===== src/rtl/regfile_operand_reader_pkg.sv =====
// Shared constants for the operand-reader register file.
package regfile_operand_reader_pkg;

    localparam int unsigned ZERO_REG            = 0;
    localparam int unsigned DEFAULT_WORD_LENGTH = 32;
    localparam int unsigned DEFAULT_ADDR_LENGTH = 5;

endpackage


===== src/rtl/regfile_operand_reader_operand_latch.sv =====
// Enable-loaded operand register with asynchronous active-low clear.
module operand_latch
    import regfile_operand_reader_pkg::*;
#(
    parameter int unsigned WIDTH = DEFAULT_WORD_LENGTH
) (
    input  logic             clk,
    input  logic             reset,
    input  logic             en,
    input  logic [WIDTH-1:0] d,
    output logic [WIDTH-1:0] q
);

    always_ff @(posedge clk or negedge reset) begin
        if (!reset)
            q <= '0;
        else if (en)
            q <= d;
    end

endmodule


===== src/rtl/regfile_operand_reader.sv =====
// Register file with one write port and two latched read operands.
// Define REGFILE_BYPASS_EN to forward same-cycle write data to the operands.
module regfile_operand_reader
    import regfile_operand_reader_pkg::*;
#(
    parameter int unsigned WORD_LENGTH = DEFAULT_WORD_LENGTH,
    parameter int unsigned ADDR_LENGTH = DEFAULT_ADDR_LENGTH
) (
    input  logic                   clk,
    input  logic                   reset,
    input  logic                   wr_en,
    input  logic [ADDR_LENGTH-1:0] wr_addr,
    input  logic [WORD_LENGTH-1:0] wr_data,
    input  logic                   rd_req,
    input  logic [ADDR_LENGTH-1:0] rs_addr,
    input  logic [ADDR_LENGTH-1:0] rt_addr,
    output logic [WORD_LENGTH-1:0] A_out,
    output logic [WORD_LENGTH-1:0] B_out,
    output logic                   rd_valid
);

    localparam int unsigned            DEPTH     = 2 ** ADDR_LENGTH;
    localparam logic [ADDR_LENGTH-1:0] ZERO_ADDR = ADDR_LENGTH'(ZERO_REG);

    logic [WORD_LENGTH-1:0] mem [DEPTH];
    logic                   wr_hit;
    logic [WORD_LENGTH-1:0] rs_data;
    logic [WORD_LENGTH-1:0] rt_data;

    assign wr_hit = wr_en && (wr_addr != ZERO_ADDR);

    always_ff @(posedge clk or negedge reset) begin
        if (!reset) begin
            for (int unsigned i = 0; i < DEPTH; i++)
                mem[ADDR_LENGTH'(i)] <= '0;
        end else if (wr_hit) begin
            mem[wr_addr] <= wr_data;
        end
    end

    // Index 0 is forced to zero on read regardless of array contents.
    always_comb begin
        rs_data = '0;
        rt_data = '0;
        if (rs_addr != ZERO_ADDR)
            rs_data = mem[rs_addr];
        if (rt_addr != ZERO_ADDR)
            rt_data = mem[rt_addr];
`ifdef REGFILE_BYPASS_EN
        if (wr_hit && (wr_addr == rs_addr))
            rs_data = wr_data;
        if (wr_hit && (wr_addr == rt_addr))
            rt_data = wr_data;
`endif
    end

    operand_latch #(.WIDTH(WORD_LENGTH)) u_latch_a (
        .clk   (clk),
        .reset (reset),
        .en    (rd_req),
        .d     (rs_data),
        .q     (A_out)
    );

    operand_latch #(.WIDTH(WORD_LENGTH)) u_latch_b (
        .clk   (clk),
        .reset (reset),
        .en    (rd_req),
        .d     (rt_data),
        .q     (B_out)
    );

    always_ff @(posedge clk or negedge reset) begin
        if (!reset)
            rd_valid <= 1'b0;
        else
            rd_valid <= rd_req;
    end

endmodule


===== config.mk =====
export PLATFORM = sky130hd
export DESIGN_NAME = regfile_operand_reader
export DESIGN_NICKNAME = d
export VERILOG_FILES = /design/src/rtl/regfile_operand_reader_pkg.sv /design/src/rtl/regfile_operand_reader_operand_latch.sv /design/src/rtl/regfile_operand_reader.sv
export SDC_FILE = /design/constraint.sdc
export NUM_CORES = 2
export LEC_CHECK = 0
export BUFFER_PORTS_ARGS = -buffer_cell sky130_fd_sc_hd__buf_2
export CAP_MARGIN = 20
export CORE_MARGIN = 8
export CORE_UTILIZATION = 35
export DETAILED_ROUTE_END_ITERATION = 7
export HOLD_SLACK_MARGIN = 0.02
export PLACE_DENSITY = 0.51
export SYNTH_ARGS = -nofsm -noshare
export SYNTH_HDL_FRONTEND = slang
export SYNTH_SLANG_ARGS = --single-unit

===== constraint.sdc =====
create_clock -name clk -period 4.5 [get_ports clk]
set_input_delay 0.9 -clock clk [delete_from_list [all_inputs] [get_ports clk]]
set_output_delay 0.9 -clock clk [all_outputs]
set_load 0.02 [all_outputs]

# After elaboration in Yosys (flattened, before gate mapping)
# Cells that the tools add are included.
[totals]
elab_cells = 58
inputBits = 51
reg_bits = 1089
out_inout_bits = 65
[op_classes]
n_lt_le_gt_ge = 4
mux = 11
bitwise = 3
n_reduce_logical = 5
[ops]
columns = ["op", "n"]
rows = [
  ["bitwise mux 1024 bit", 1],
  ["binary-select mux 32 bit (select 5 bit)", 2],
  ["two-way mux 32 bit", 7],
  ["demux 32 bit (select 5 bit)", 1],
  [">= comparator 6 bit (second input constant)", 3],
  ["NOT 5 -> 6 bit", 3],
  ["nonzero test 5 bit", 3],
  ["< comparator 6 x 1 -> 1 bit (second input constant)", 1],
  ["logical AND 1 bit", 2],
]

# Logic depth before layout (Yosys ltp)
[depth]
word_depth = 6
ltp_mapped = 9
ltp_nobuf = 4

# Hierarchy
# Synthesis repeated with hierarchy kept, for this count alone.
[unflattened]
hier_cells = 3757
hier_area_um2 = 57087.3
[modules_own_cells]
columns = ["module", "instances", "area_each_um2", "seq_area_each_um2", "cells_each"]
rows = [
  ["regfile_operand_reader", 1, 54397.2, 25649.6, 3621],
  ["operand_latch", 2, 1345.0, 800.8, 68],
]

# Worst setup path after synthesis
# No wires, ideal clock.
[synth_timing]
kind = "in2reg"
start = "input port rt_addr[0]"
end = "register u_latch_b.q[10]"
stages = 6
path_buffers = 2
required_ns = 4.362
arrival_time_ns = 2.578
path_slack_ns = 1.784
setup_ns = 0.138
path_cell_list = "buf_2 -> buf_2 -> mux4_2 -> mux2_2 -> a2111oi_0 -> a21oi_1"
[synth_via]
elab_chain_len = 5
word_cells_on_any_way = 6
classes_between = "4 x mux; 1 x bitwise; 1 x reduce/logical"
[synth_rtl]
columns = ["item", "line", "source"]
rows = [
  ["from (decl)", "regfile_operand_reader.sv:16", "input logic [ADDR_LENGTH-1:0] rt_addr,"],
  ["NOT 5 -> 6 bit (not written as such)", "regfile_operand_reader.sv:48", "rt_data = mem[rt_addr];"],
  ["binary-select mux 32 bit (select 5 bit)", "regfile_operand_reader.sv:48", ""],
  ["two-way mux 32 bit (not written as such) (2 in series)", "regfile_operand_reader.sv:48", ""],
  ["two-way mux 32 bit (*)", "regfile_operand_reader.sv:47", "if (rt_addr != ZERO_ADDR)"],
  ["to (signal assigned)", "regfile_operand_reader_operand_latch.sv:16", "q <= '0;"],
  ["to (signal assigned)", "regfile_operand_reader_operand_latch.sv:18", "q <= d;"],
  ["to (decl)", "regfile_operand_reader_operand_latch.sv:11", "output logic [WIDTH-1:0] q"],
]
# Every way passes the cells marked *; elsewhere a longest branch is shown, timed or not. The select of a mux whose other input is x is not followed.
# A chain may end at the register's enable or synchronous reset.

# Worst setup path after layout
[layout_timing]
start = "input port rs_addr[1]"
end = "register u_latch_a.q[21]"
[layout_via]
elab_chain_len = 5
word_cells_on_any_way = 6
classes_between = "4 x mux; 1 x bitwise; 1 x reduce/logical"
[layout_rtl]
columns = ["item", "line", "source"]
rows = [
  ["from (decl)", "regfile_operand_reader.sv:15", "input logic [ADDR_LENGTH-1:0] rs_addr,"],
  ["NOT 5 -> 6 bit (not written as such)", "regfile_operand_reader.sv:46", "rs_data = mem[rs_addr];"],
  ["binary-select mux 32 bit (select 5 bit)", "regfile_operand_reader.sv:46", ""],
  ["two-way mux 32 bit (not written as such) (2 in series)", "regfile_operand_reader.sv:46", ""],
  ["two-way mux 32 bit (*)", "regfile_operand_reader.sv:45", "if (rs_addr != ZERO_ADDR)"],
  ["to (signal assigned)", "regfile_operand_reader_operand_latch.sv:16", ""],
  ["to (signal assigned)", "regfile_operand_reader_operand_latch.sv:18", ""],
  ["to (decl)", "regfile_operand_reader_operand_latch.sv:11", ""],
]
# Marks and branches as above.

==> reports/results.txt <==
Area Overhead vs Synth -> 13.7%
first-pass GRT wire length -> 280 mm
r2r endpoint -> u_latch_a.q[21]
post-synth cell types -> 35
Avg Inst Size Synth -> 14.1 µm²
Synth Area in Simple Gates -> 0.0318
Tightest Hold Check Type -> in2async
Final setup viols -> 0
vias in the first global route -> 38.1k
cts hold-fix bufs -> 0
initial antenna violation count -> 18
antenna-violating nets left -> 0
Via density -> 5.84
Die ar. -> 0.175 mm²
Post-synth ARST share -> 1.00
Worst Setup EP -> u_latch_a.q[21]
Final Cycle Share -> 0.625
RSZ-0062 raised after global routing -> no
Critical Path Source Type -> input port
Worst Reg-to-Reg Cells -> 4
warnings from Yosys -> 0
gr ovfl total -> 0
Final Slew Violations -> 0
largest net degree at the start of global routing -> 96
FF-to-FF Start -> mem[789]
top_reg_cell synth -> dfrtp_1
post-synthesis mux area share -> 0.406
clock sink count -> 1,089
Place WS -> 1.00 ns
Final Non-Filler Cells -> 6,229
Worst Tran Pin Value -> 1.00 ns
CP Launch Point -> rs_addr[1]
slew margin rel. -> 0.331
WP data required -> 5.10 ns
DR pass1 iterations -> 6
Avg WL per Cell -> 30.6 µm
DP Area -> 0.0602 mm²
later-pin clock latency in the skew report -> 0.75 ns
max_cap viols -> 0
PnR worst setup slack -> 1.69 ns
Max clock buf depth -> 3
row count -> 147
total number of vias -> 36.4k
CTS root buf -> clkbuf_16
Post-Synth XOR/XNOR Area -> 0
die width -> 418 µm
Leak -> 28.1 nW
synthesized instance count -> 4,004
CP arrival -> 3.41 ns
register area share after synthesis -> 0.481
minimum clock period -> 2.81 ns
H-tree depth -> 3
Placed Cells -> 5,999
status -> complete, no violations
setup bufs post-CTS -> 0
synthesized flop and latch total -> 1,089
area of the mapped netlist -> 0.0566 mm²
global placer's final weighted congestion -> 0.794
die height -> 418 µm
Cell Pwr Density -> 445 mW/mm²
DRC violations left -> 0
TritonCTS clock tree -> yes
1st-iter DRT viols -> 2,717
post-route cell area -> 0.0644 mm²
CTS buffer count -> 121
io pins -> 116
GRT Util Overall -> 0.215
# nets final -> 4,013
Core ar. -> 0.161 mm²
number of synthesized flops with an enable pin -> 0
Adder-Cell Fraction of Synth Area -> 0
Initial Utilization -> 0.353
WL final -> 190 mm
TNS Setup -> 0 ns
crit end category -> flop
detailed placer's ending HPWL -> 118 mm
share of cells above drive strength 1 -> 0.467
syn nets -> 4,055
Port Buffers -> 115
clock transition at the registers of the reported paths -> 0.06 ns
largest family of logic cells by synthesized area -> multiplexers
skew final -> 0.0249 ns
Resize count post-CTS -> 0
WS Path Type -> in2reg
Synth Area in Compound Gates -> 0.0479
Fin. Hold Viols -> 0
FF-to-FF setup slack -> 2.39 ns
FMAX -> 356 MHz
VDD IR max -> 0.370 mV
CP max FO -> 60
-- cells in the final DEF (no fill, tap or decap), types with 66 or more instances in the layout --
cell	synthesis	layout
buf_4	20	104
mux2_2	1056	1056
mux4_2	324	324
dfrtp_1	1089	1089
o22ai_1	124	124
buf_2	69	108
mux2i_1	378	378
clkbuf_16	0	121
nor2_1	144	128
a2111oi_0	66	66
nand2b_1	66	66
-- report_power, final --
group | total, W | internal, W | switching [W]
clock | 0.0104 | 0.00609 | 0.00427
combinational | 0.00534 | 0.00310 | 0.00224
sequential | 0.0130 | 0.0116 | 0.00135
-- stage by stage --
stage           util  total power (W)  hold slack [ns]
6_report       0.401           0.0287            0.228
5_1_grt        0.401           0.0300            0.243
4_1_cts        0.401           0.0290            0.198
3_5_place_dp   0.375           0.0185            0.388
3_3_place_gp   0.375           0.0184            0.384
2_1_floorplan      -           0.0167            0.449
-- critical path, stage by stage --
cell and delay, ns:
buf_8 0.53, buf_12 0.37, mux4_2 0.36, mux2_2 0.29, a2111oi_0 0.74, a21oi_1 0.08
-- cell families after synthesis --
logic type	count (synthesis)
muxes	1758
DFF	1089
buffers and inverters	440
AOI/OAI and AO/OA	382
and+or+nand+nor	335
-- how the worst min path moves through the flow --
stage,start,end,cells after the start
floorplan,mem[1000],mem[1000],1
global placement,mem[996],mem[996],0
detailed placement,mem[996],mem[996],0
CTS,reset,mem[568],1
global route,reset,mem[90],1
finish,reset,mem[568],1
-- Yosys cell counts (64+ instances only) --
cell type  number  area (µm²)
mux4_2        324        7300
mux2_2       1056       11900
mux2i_1       378        3780
or4_1          64         480
clkbuf_1      283        1060
buf_2          69         345
nand2b_1       66         413
nor2_1        144         541
a2111oi_0      66         578
o22ai_1       124         776
dfrtp_1      1089       27300
-- sequential cells by signal (all words and copies together) (netlist names) --
name,cells
u_latch_b.q,32
u_latch_a.q,32
rd_valid,1
mem,1024
-- final cells by class --
cell class                      count  area (µm²)
Sequential cell                  1089       27300
Antenna cell                        8        20.0
Clock buffer                      183        3570
Fill cell                       14900       96200
Multi-Input combinational cell   2475       27700
Inverter                            2        7.51
Tap cell                         2160        2700
Timing Repair Buffer              273        2520
Clock inverter                     39         568
-- layer usage --
metal	global-route usage	wire length, µm	vias up	share of wire
met4	0.0742	6910	6	0.036
li1	-	-	15200	-
met3	0.0308	9740	326	0.051
met2	0.350	90300	978	0.47
met1	0.296	83400	19800	0.44
met5	0	34	-	0.00018
Note: power is estimated with default switching activity, not from simulation.
